--- src/rtl/spi_slave_reg_bridge.sv ---
// Byte-level command decoder behind an SPI slave: CS-framed transactions become
// reads/writes of a small 8-bit register file with auto-incrementing address.
module spi_slave_reg_bridge #(
  parameter int unsigned ADDR_WIDTH  = 3,
  parameter logic [7:0]  ID_BYTE     = 8'h5C,
  parameter logic [7:0]  STATUS_BYTE = 8'hA5,
  parameter logic [7:0]  ERR_BYTE    = 8'hEE
) (
  input  logic                           i_Clk,
  input  logic                           i_Rst,
  input  logic                           i_SPI_CS_n,
  input  logic                           i_RX_DV,
  input  logic [7:0]                     i_RX_Byte,
  output logic                           o_TX_DV,
  output logic [7:0]                     o_TX_Byte,
  output logic [8*(2**ADDR_WIDTH)-1:0]   o_Regs,
  output logic                           o_Wr_Strobe,
  output logic [ADDR_WIDTH-1:0]          o_Wr_Addr,
  output logic                           o_Busy,
  output logic [7:0]                     o_Err_Count
);

  localparam int unsigned NUM_REGS = 2**ADDR_WIDTH;

  typedef enum logic [1:0] {IDLE, WRITE, READ, ERROR} state_t;

  state_t                state;
  logic [ADDR_WIDTH-1:0] ptr;
  logic [7:0]            regs [NUM_REGS];
  logic                  cs_meta, cs_sync, cs_prev;
  logic                  cs_rise, rx_ok, cmd_legal;
  logic [ADDR_WIDTH-1:0] cmd_addr;

  // Chip select synchroniser and rising-edge detector
  always_ff @(posedge i_Clk or posedge i_Rst) begin
    if (i_Rst) begin
      cs_meta <= 1'b1;
      cs_sync <= 1'b1;
      cs_prev <= 1'b1;
    end else begin
      cs_meta <= i_SPI_CS_n;
      cs_sync <= cs_meta;
      cs_prev <= cs_sync;
    end
  end

  assign cs_rise   = cs_sync & ~cs_prev;
  // A byte landing on the same cycle as the detected CS rise still belongs to the frame
  assign rx_ok     = i_RX_DV & (~cs_sync | cs_rise);
  assign cmd_legal = (i_RX_Byte[6:0] >> ADDR_WIDTH) == 7'd0;
  assign cmd_addr  = i_RX_Byte[ADDR_WIDTH-1:0];

  // Frame decoder, register file and TX byte generation
  always_ff @(posedge i_Clk or posedge i_Rst) begin
    if (i_Rst) begin
      state       <= IDLE;
      ptr         <= '0;
      o_TX_DV     <= 1'b0;
      o_TX_Byte   <= STATUS_BYTE;
      o_Wr_Strobe <= 1'b0;
      o_Wr_Addr   <= '0;
      o_Busy      <= 1'b0;
      o_Err_Count <= 8'h00;
      for (int unsigned i = 0; i < NUM_REGS; i++) begin
        regs[i] <= (i == 0) ? ID_BYTE : 8'h00;
      end
    end else begin
      o_TX_DV     <= 1'b0;
      o_Wr_Strobe <= 1'b0;
      if (rx_ok) begin
        o_TX_DV <= 1'b1;
        case (state)
          IDLE: begin
            o_Busy <= 1'b1;
            if (!cmd_legal) begin
              state     <= ERROR;
              o_TX_Byte <= ERR_BYTE;
              if (o_Err_Count != 8'hFF) o_Err_Count <= o_Err_Count + 8'd1;
            end else if (i_RX_Byte[7]) begin
              state     <= WRITE;
              ptr       <= cmd_addr;
              o_TX_Byte <= STATUS_BYTE;
            end else begin
              state     <= READ;
              ptr       <= cmd_addr + 1'b1;
              o_TX_Byte <= regs[cmd_addr];
            end
          end
          WRITE: begin
            // Register 0 holds the read-only ID, so writes to it are dropped silently
            if (ptr != '0) begin
              regs[ptr]   <= i_RX_Byte;
              o_Wr_Strobe <= 1'b1;
              o_Wr_Addr   <= ptr;
            end
            ptr       <= ptr + 1'b1;
            o_TX_Byte <= i_RX_Byte;
          end
          READ: begin
            ptr       <= ptr + 1'b1;
            o_TX_Byte <= regs[ptr];
          end
          default: o_TX_Byte <= ERR_BYTE;
        endcase
      end
      if (cs_rise) begin
        state     <= IDLE;
        o_Busy    <= 1'b0;
        o_TX_DV   <= 1'b1;
        o_TX_Byte <= STATUS_BYTE;
      end
    end
  end

  for (genvar g = 0; g < NUM_REGS; g++) begin : g_regs_out
    assign o_Regs[8*g +: 8] = regs[g];
  end

endmodule

--- config.mk ---
export PLATFORM = sky130hd
export DESIGN_NAME = spi_slave_reg_bridge
export DESIGN_NICKNAME = d
export VERILOG_FILES = /design/src/rtl/spi_slave_reg_bridge.sv
export SDC_FILE = /design/constraint.sdc
export NUM_CORES = 1
export LEC_CHECK = 0
export ABC_AREA = 1
export BUFFER_PORTS_ARGS = -buffer_cell sky130_fd_sc_hd__buf_2
export CAP_MARGIN = 20
export CORE_MARGIN = 2
export CORE_UTILIZATION = 49
export CTS_BUF_LIST = sky130_fd_sc_hd__clkbuf_4 sky130_fd_sc_hd__clkbuf_8
export DETAILED_ROUTE_END_ITERATION = 6
export GPL_ROUTABILITY_DRIVEN = 0
export PLACE_DENSITY_LB_ADDON = 0.1
export REMOVE_ABC_BUFFERS = 1
export SYNTH_ARGS = -nofsm -noshare
export SYNTH_HDL_FRONTEND = slang
export SYNTH_SLANG_ARGS = --single-unit
--- constraint.sdc ---
create_clock -name i_Clk -period 3.37 [get_ports i_Clk]
set_input_delay 0.1685 -clock i_Clk [delete_from_list [all_inputs] [get_ports i_Clk]]
set_output_delay 0.1685 -clock i_Clk [all_outputs]
set_load 0.02 [all_outputs]
==> flow_summary.ini, run 1 <==
[grt]
grt_pass1_wl_um = 25100
grtUsageTotal_pct = 27.9
antenna_found_initial = 0
met1_usage_pct = 40.4
grt-busiest-layer = met2
grt_max_degree = 95
grt_pass1_vias = 4669
gr-total-overflow = 0
use_met2_pct = 41.8
use_met3_pct = 4.45

[setup_path]
critPathKind = reg2reg
cpMaxStageDelayCell = inv_2
critPathLaunchType = flip-flop
crit_top_cell = nand2_4
crit_chain = inv_2, ha_1, a21oi_4, nand2_4, nor2_8, nand2_4, nand2_1, o21ai_1
crit_path_max_fanout = 24
cpPeakStageDelay_ns = 0.41
crit_path_end_kind = flip-flop
cp_data_arrival_time_ns = 2.23
crit_required_ns = 3.67

[clock_network]
insertion_delay_ns = 0.38
cts_setup_buffers = 0
root_buffer = clkbuf_8
cts_buffer_depth = 2
h-tree-depth = 3
post_cts_resized = 0
clkSlewWorstSetupHoldPaths_ns = 0.09
cts_buffers = 9
clkSinkCount = 94
cts_tree = done

[yosys]
synthCells = 725
synthesis.area_um2 = 5480
ys_types = 35
synth-edff-count = 0
synth_top_cell_area_share_pct = 37.9
synth-seq-area-share_pct = 43.2
synth-seq-cells = 94
synth-async-reset-ratio_pct = 100
yosysWarnings = 0
yosysTopAreaCell = dfrtp_1
netlist_top_cells_area = dfrtp_1, nand2_1, nand3_1
synth_ff_type = dfrtp_1
syn_area_per_cell_um2 = 7.56

[place]
dp_worst_setup_slack_ns = 1.48
dpl.cell_count = 931
dpl-instance-area_um2 = 5930
numPortBuffers = 97
dp_hpwl_um = 10700

[routing]
dr.pass1.iters = 7
drt-initial-drc-count = 479
drt-total-wl_um = 16200
viasPerCell = 5.42
vias = 5144
wire_per_inst_um = 17.1
postRouteAntennaNets = 0
drc = 0

[sta]
setup_viol = 0
finalCritPeriodShare_pct = 57.1
max_slew_margin_pct = 48.2
rsz0062_at_grt = false
hold_viol = 0
post-route-min-period_ns = 1.93
whs_ns = 0.170
setup_tns_ns = 0
worst_pin_slew_ns = 0.776
slew_violations = 0
worst_clock_skew_ns = 0.0113
fmax_mhz = 519
setup_ws_ns = 1.44

[cells_and_area]
fin_area_um2 = 6190
final_common_cell = nand2_1
layout-drive-gt1-share_pct = 20.9
stdcell_count = 949
final_cell_mix = nand2_1, buf_2, dfrtp_1
syn2layout_area_growth_pct = 13.0
final_core_util_pct = 56.8
diodes = 0
fillers = 1036
fin_nets = 824
final-seq-area_um2 = 2370
multi_input_area_um2 = 2550

[power]
vdd_drop_max_uv = 411
finalPower_mw = 5.52
powerDensity_nw_per_um2 = 892
p_leak_nw = 3.31

[floorplan]
coreArea_um2 = 10900
die_h_um = 110
num_rows = 38
start_util_pct = 50.3
dieArea_um2 = 12000
die_width_um = 110
ioPinCount = 98

[hold_path]
min_path_type = in2reg

[run_status]
status = completed

[flow_run]
maxCapViolCount = 0
## cell usage after synthesis (8+ instances only)
library cell    n
o211ai_1       13
a21oi_1        15
nand2_4         9
nand2_1       241
buf_2          12
dfstp_2        11
ha_1            8
nor2_1         35
o21ai_2        12
dfrtp_1        83
o21ai_1        65
buf_6          13
nand3_1        75
inv_2          10
inv_1          72
o21ai_0        11
## metal layers
metal,part of all wire [%],vias to the layer above
met2,46,238
met5,0,-
li1,-,2486
met3,7.3,21
met1,45,2399
met4,2.0,0
## cells by family (layout without fill, tap and decap cells)
group           after synthesis  count (layout)  share of synthesized area [%]
compound gates              122             122                           13.4
xor+xnor                      7               7                           1.12
fa+ha+maj                     8               8                           1.83
buf+inv                     119             203                           10.3
flops                        94              94                           43.2
simple gates                375             375                           30.2
## cell type report
type | instances | share of cell area [%]
Timing Repair Buffer | 102 | 8.73
Clock buffer | 13 | 2.79
Clock inverter | 3 | 1.05
Tap cell | 140 | 2.83
Sequential cell | 94 | 38.2
Inverter | 85 | 5.22
Multi-Input combinational cell | 512 | 41.1
## worst paths after layout
| check | end | cells after the start | slack (ns) | startpoint |
|---|---|---|---|---|
| hold reg to reg | cs_sync$_DFF_PP1_ | 0 | 0.36 | cs_meta$_DFF_PP1_ |
| max in group asynchronous | o_Regs[3]$_DFFE_PP1P_ | 4 | 2.53 | i_Rst |
| min in group asynchronous | o_Err_Count[0]$_DFFE_PP0P_ | 4 | 0.45 | i_Rst |
| hold / removal | o_Regs[4]$_DFFE_PP1P_ | 3 | 0.17 | i_RX_Byte[4] |
| setup / recovery | o_Regs[59]$_DFFE_PP0P_ | 8 | 1.44 | ptr[0]$_DFFE_PP0P_ |
| setup reg to reg | o_Regs[59]$_DFFE_PP0P_ | 8 | 1.44 | ptr[0]$_DFFE_PP0P_ |
## power by group
group | total (mW) | switching, mW | internal (mW) | leakage, nW
clock | 0.894 | 0.408 | 0.486 | 0.123
combinational | 2.64 | 1.78 | 0.862 | 1.99
sequential | 1.99 | 0.428 | 1.56 | 1.20
total | 5.52 | 2.62 | 2.91 | 3.31
## state kept, by name, indices dropped and copies added (netlist names)
register / flops
o_Busy: 1
o_Err_Count: 8
o_TX_Byte: 8
o_Wr_Addr: 3
ptr: 3
cs_meta: 1
o_Regs: 64
o_TX_DV: 1
state: 2
cs_prev: 1
cs_sync: 1
o_Wr_Strobe: 1
## critical path, delay by kind of cell, from the launching register on
family	cells	cell delay, ns
AND/OR/NAND/NOR	4	0.58
flip-flops	1	0.40
buffers and inverters	1	0.41
adder cells (fa/ha/maj)	1	0.29
AO/OA/AOI/OAI	2	0.16
## timing repair
action | 4_1_cts | 5_1_grt
endpoints found under the hold margin | 84 | 0
hold buffers | 2 | 0
endpoints found under the setup margin | 0 | 0
Power figures use the tool's default switching activity.
==> inputs of run 2 (changes only) <==
==> constraint.sdc (replaced) <==
create_clock -name i_Clk -period 1.8 [get_ports i_Clk]
set_input_delay 0.09 -clock i_Clk [delete_from_list [all_inputs] [get_ports i_Clk]]
set_output_delay 0.09 -clock i_Clk [all_outputs]
set_load 0.02 [all_outputs]
==> flow_summary.ini, run 2 (synthesis gave the netlist of run 1 again) <==
[run_status]
status = completed

[sta]
post-route-min-period_ns = 1.72
slew_violations = 0
whs_ns = 0.103
worst_pin_slew_ns = 0.589
setup_viol = 0
finalCritPeriodShare_pct = 95.6
max_slew_margin_pct = 60.7
rsz0062_at_grt = true
worst_clock_skew_ns = 0.0145
hold_viol = 0
fmax_mhz = 581

[cells_and_area]
syn2layout_area_growth_pct = 16.0
final_common_cell = nand2_1
diodes = 0
layout-drive-gt1-share_pct = 23.3
fin_nets = 850
fillers = 1037
final_cell_mix = nand2_1, buf_2, dfrtp_1
largest_reg_flops = 64
stdcell_count = 974

[flow_run]
maxCapViolCount = 0

[setup_path]
cpPeakStageDelay_ns = 0.41
crit_end = o_Regs[38]$_DFFE_PP0P_
crit_path_max_fanout = 16
rrSetupSlack_ns = 0.08
cpMaxStageDelayCell = dfrtp_1
crit_path_end_kind = flip-flop
critPathKind = reg2reg
r2r_start = state[1]$_DFFE_PP0P_
critPathLaunchType = flip-flop
crit_required_ns = 2.07
reg2reg_depth = 9
crit-reg2reg-capture = o_Regs[38]$_DFFE_PP0P_
startpoint = state[1]$_DFFE_PP0P_
crit_chain = inv_1, ha_1, inv_1, a21oi_4, nand2_4, nor2_8, nand2_4, nand2_1, o21ai_1
cp_data_arrival_time_ns = 1.99

[routing]
postRouteAntennaNets = 0
vias = 5240
drt-initial-drc-count = 357
wire_per_inst_um = 16.9
viasPerCell = 5.38
dr.pass1.iters = 5
drc = 0
drt-total-wl_um = 16400

[power]
combPwrFrac_pct = 51.0
finalPower_mw = 10.3
netSwitchingFraction_pct = 48.2
p_leak_nw = 3.41
powerDensity_nw_per_um2 = 1620
switchingPower_mw = 4.96
vdd_drop_max_uv = 925
sequentialPowerShare_pct = 36.2
clkPwrFrac_pct = 12.8
power.internal_mw = 5.33

[grt]
gr-total-overflow = 0
grt_max_degree = 32
grt_pass1_wl_um = 25800
grt_pass1_vias = 4932
antenna_found_initial = 0
grtUsageTotal_pct = 28.8

[floorplan]
die_h_um = 110
coreArea_um2 = 10900
die_width_um = 110
dieArea_um2 = 12000
ioPinCount = 98
start_util_pct = 50.3
num_rows = 38

[clock_network]
root_buffer = clkbuf_8
insertion_delay_ns = 0.38
clkSlewWorstSetupHoldPaths_ns = 0.09
cts_buffers = 9
cts_buffer_depth = 2
cts_tree = done
clkSinkCount = 94
h-tree-depth = 3

[place]
dpl.cell_count = 957
dp_hpwl_um = 11600
numPortBuffers = 97

[hold_path]
min_path_type = in2reg
## run 2: cell count changes in the layout (fill, tap and decap cells not counted), sizes merged
cell	delta
buf	+26
bufinv	-2
clkinv	+1
## run 2: critical path, delay by kind of cell (launching register included)
| family | cells | cell delay [ns] |
|---|---|---|
| buffers and inverters | 2 | 0.17 |
| AND/OR/NAND/NOR | 4 | 0.65 |
| flip-flops | 1 | 0.41 |
| AO/OA/AOI/OAI | 2 | 0.20 |
| adder cells (fa/ha/maj) | 1 | 0.17 |
## run 2: cell type report
type | count | area [µm²] | share of cell area (%)
clock buffer | 13 | 160 | 2.52
inverter | 85 | 323 | 5.08
multi-input combinational | 512 | 2550 | 40.2
tap | 140 | 175 | 2.76
clock inverter | 2 | 10.0 | 0.158
sequential | 94 | 2370 | 37.2
timing repair buffer | 128 | 764 | 12.0
## run 2: what timing repair did
action / in CTS / in global routing
gates resized for setup: 0 / 2
buffers inserted: 0 / 0
hold buffers: 2 / 0
hold endpoints to repair: 25 / 0
setup endpoints to repair: 0 / 13
## run 2: through the flow
| step | setup slack, ns | util (%) | cell area, µm² | TNS, ns |
|---|---|---|---|---|
| final | 0.0794 | 58.4 | 6350 | 0 |
| after detailed placement | 0.125 | 56.5 | 6150 | 0 |
| after global routing | -0.0347 | 58.4 | 6350 | -0.191 |
| after CTS | 0.106 | 58.2 | 6340 | 0 |
| after global placement | 0.147 | 56.5 | 6150 | 0 |
| after floorplan | -0.780 | - | 5230 | -110.73 |
## run 2: worst min path at each step
stage / end / slack [ns] / from / cells past startpoint
after global routing: o_Regs[4]$_DFFE_PP1P_ / 0.12 / i_RX_Byte[4] / 4
after CTS: o_Regs[4]$_DFFE_PP1P_ / 0.09 / i_RX_Byte[4] / 4
after global placement: o_Regs[21]$_DFFE_PP0P_ / 0.16 / i_Rst / 2
final: o_Regs[4]$_DFFE_PP1P_ / 0.10 / i_RX_Byte[4] / 4
after detailed placement: o_Regs[21]$_DFFE_PP0P_ / 0.17 / i_Rst / 2
after floorplan: cs_meta$_DFF_PP1_ / 0.09 / i_SPI_CS_n / 0
## run 2: layer usage
layer | wire length, µm | track usage, % | vias up
met5 | 0 | 0 | -
met4 | 557 | 14.1 | 0
met3 | 1370 | 5.45 | 43
met2 | 7440 | 45.3 | 229
met1 | 7080 | 38.1 | 2440
li1 | - | - | 2528
## run 2: power by group through the flow
stage / Sequential (mW) / Clock (mW) / Combinational (mW)
floorplan: 4.57 / 0 / 2.42
global placement: 3.71 / 0 / 5.11
detailed placement: 3.74 / 0 / 5.20
CTS: 3.70 / 1.35 / 5.22
finish: 3.72 / 1.32 / 5.25
global route: 3.82 / 1.40 / 5.82
==> inputs of run 3 (changes only) <==
--- a/config.mk
+++ b/config.mk
@@ -6,6 +6,7 @@
 export NUM_CORES = 1
 export LEC_CHECK = 0
 export ABC_AREA = 1
+export ABC_CLOCK_PERIOD_IN_PS = 1700
 export BUFFER_PORTS_ARGS = -buffer_cell sky130_fd_sc_hd__buf_2
 export CAP_MARGIN = 20
 export CORE_MARGIN = 2
==> constraint.sdc (replaced) <==
create_clock -name i_Clk -period 1.7 [get_ports i_Clk]
set_input_delay 0.085 -clock i_Clk [delete_from_list [all_inputs] [get_ports i_Clk]]
set_output_delay 0.085 -clock i_Clk [all_outputs]
set_load 0.02 [all_outputs]
==> flow_summary.ini, run 3 (synthesis gave the netlist of run 1 again) <==
[cells_and_area]
fin_nets = 872
final_common_cell = nand2_1
layout-drive-gt1-share_pct = 27.8
stdcell_count = 997
largest_reg_flops = 64
final_cell_mix = nand2_1, buf_2, dfrtp_1
syn2layout_area_growth_pct = 24.1
diodes = 0

[grt]
gr-total-overflow = 0
grt_pass1_vias = 5052
grt_pass1_wl_um = 26300
grt_max_degree = 34
antenna_found_initial = 0
grtUsageTotal_pct = 28.7

[sta]
rsz0062_at_grt = true
worst_pin_slew_ns = 0.506
finalCritPeriodShare_pct = 98.1
fmax_mhz = 600
slew_violations = 0
setup_tns_ns = 0
setup_viol = 0
post-route-min-period_ns = 1.67
max_slew_margin_pct = 66.2
worst_clock_skew_ns = 0.0150
hold_viol = 0

[setup_path]
reg2reg_depth = 8
crit_chain = inv_2, ha_2, a21oi_4, nand2_4, nor2_8, buf_6, nand2_4, o21ai_1
r2r_start = ptr[0]$_DFFE_PP0P_
cpMaxStageDelayCell = dfrtp_1
cp_data_arrival_time_ns = 1.96
crit-reg2reg-capture = o_Regs[25]$_DFFE_PP0P_
cpPeakStageDelay_ns = 0.41
crit_path_max_fanout = 8
rrSetupSlack_ns = 0.03
crit_top_cell = nand2_4
critPathLaunchType = flip-flop
crit_required_ns = 2.00
crit_path_end_kind = flip-flop
critPathKind = reg2reg

[clock_network]
cts_tree = done
cts_buffer_depth = 2
root_buffer = clkbuf_8
cts_buffers = 9
h-tree-depth = 3
clkSlewWorstSetupHoldPaths_ns = 0.09
insertion_delay_ns = 0.38
clkSinkCount = 94

[flow_run]
maxCapViolCount = 0

[routing]
drc = 0
dr.pass1.iters = 5
wire_per_inst_um = 18.3
postRouteAntennaNets = 0
drt-initial-drc-count = 389
drt-total-wl_um = 18200
viasPerCell = 5.66
vias = 5645

[floorplan]
dieArea_um2 = 12000
ioPinCount = 98
num_rows = 38
coreArea_um2 = 10900
start_util_pct = 50.3
die_width_um = 110
die_h_um = 110

[power]
vdd_drop_max_uv = 804
p_leak_nw = 3.47
switchingPower_mw = 5.65
clkPwrFrac_pct = 13.0
netSwitchingFraction_pct = 48.7
power.internal_mw = 5.94
powerDensity_nw_per_um2 = 1710
sequentialPowerShare_pct = 34.3
combPwrFrac_pct = 52.7

[run_status]
status = completed

[place]
dp_hpwl_um = 11500
dpl.cell_count = 959
numPortBuffers = 97

[hold_path]
min_path_type = in2reg
hold_start = i_RX_Byte[4]
hold_depth = 4
min_to = o_Regs[4]$_DFFE_PP1P_
[run 3: cell type report]
type / instances / area (µm²)
Fill cell: 979 / 4090
Multi-Input combinational cell: 519 / 2810
Sequential cell: 94 / 2370
Timing Repair Buffer: 143 / 930
Inverter: 85 / 323
Clock buffer: 15 / 188
Tap cell: 140 / 175
Clock inverter: 1 / 5.00
[run 3: worst max-delay path by stage]
stage / cells after the start / slack [ns] / end / startpoint
floorplan: 8 / -0.88 / o_Regs[1]$_DFFE_PP0P_ / ptr[0]$_DFFE_PP0P_
global placement: 9 / 0.08 / o_Regs[16]$_DFFE_PP0P_ / state[1]$_DFFE_PP0P_
detailed placement: 9 / -0.03 / o_Regs[18]$_DFFE_PP0P_ / state[1]$_DFFE_PP0P_
CTS: 10 / 0.008 / o_Regs[18]$_DFFE_PP0P_ / state[1]$_DFFE_PP0P_
global route: 9 / -0.04 / o_Regs[63]$_DFFE_PP0P_ / ptr[0]$_DFFE_PP0P_
finish: 8 / 0.03 / o_Regs[25]$_DFFE_PP0P_ / ptr[0]$_DFFE_PP0P_
[run 3: critical path: cells and delay by family (launching register included)]
kind | cells | cell delay, ns
flops | 1 | 0.41
buf+inv | 2 | 0.23
compound gates | 2 | 0.33
simple gates | 3 | 0.42
fa+ha+maj | 1 | 0.21
[run 3: timing repair]
item                       in CTS  in global routing
hold buffers                    2                  0
hold endpoints to repair       25                  0
setup endpoints to repair      64                 76
resized for setup               6                 35
setup buffers                   4                  9
gates cloned                    0                  7
pin swaps                       3                 11
[run 3: metrics by stage]
stage	cell area [µm²]	util [%]	hold WS, ns	total power [mW]	setup WS, ns
floorplan	5230	-	0.0895	7.40	-0.880
global placement	6180	56.7	0.129	9.39	0.0794
detailed placement	6180	56.7	0.133	9.52	-0.0300
CTS	6480	59.5	0.123	11.1	0.00843
global route	6800	62.4	0.136	12.4	-0.0366
finish	6800	62.4	0.138	11.6	0.0324
[run 3: power by group through the flow]
| stage | clock network (mW) | logic, mW | registers [mW] |
|---|---|---|---|
| detailed placement | 0 | 5.56 | 3.96 |
| finish | 1.51 | 6.11 | 3.97 |
| floorplan | 0 | 2.56 | 4.84 |
| global route | 1.62 | 6.70 | 4.07 |
| CTS | 1.52 | 5.68 | 3.92 |
| global placement | 0 | 5.47 | 3.92 |
[run 3: metal layers]
layer | track usage [%] | part of all wire, %
met4 | 11.6 | 3.2
met2 | 44.8 | 46
met3 | 6.05 | 8.9
met5 | 0 | 0
met1 | 39.0 | 42
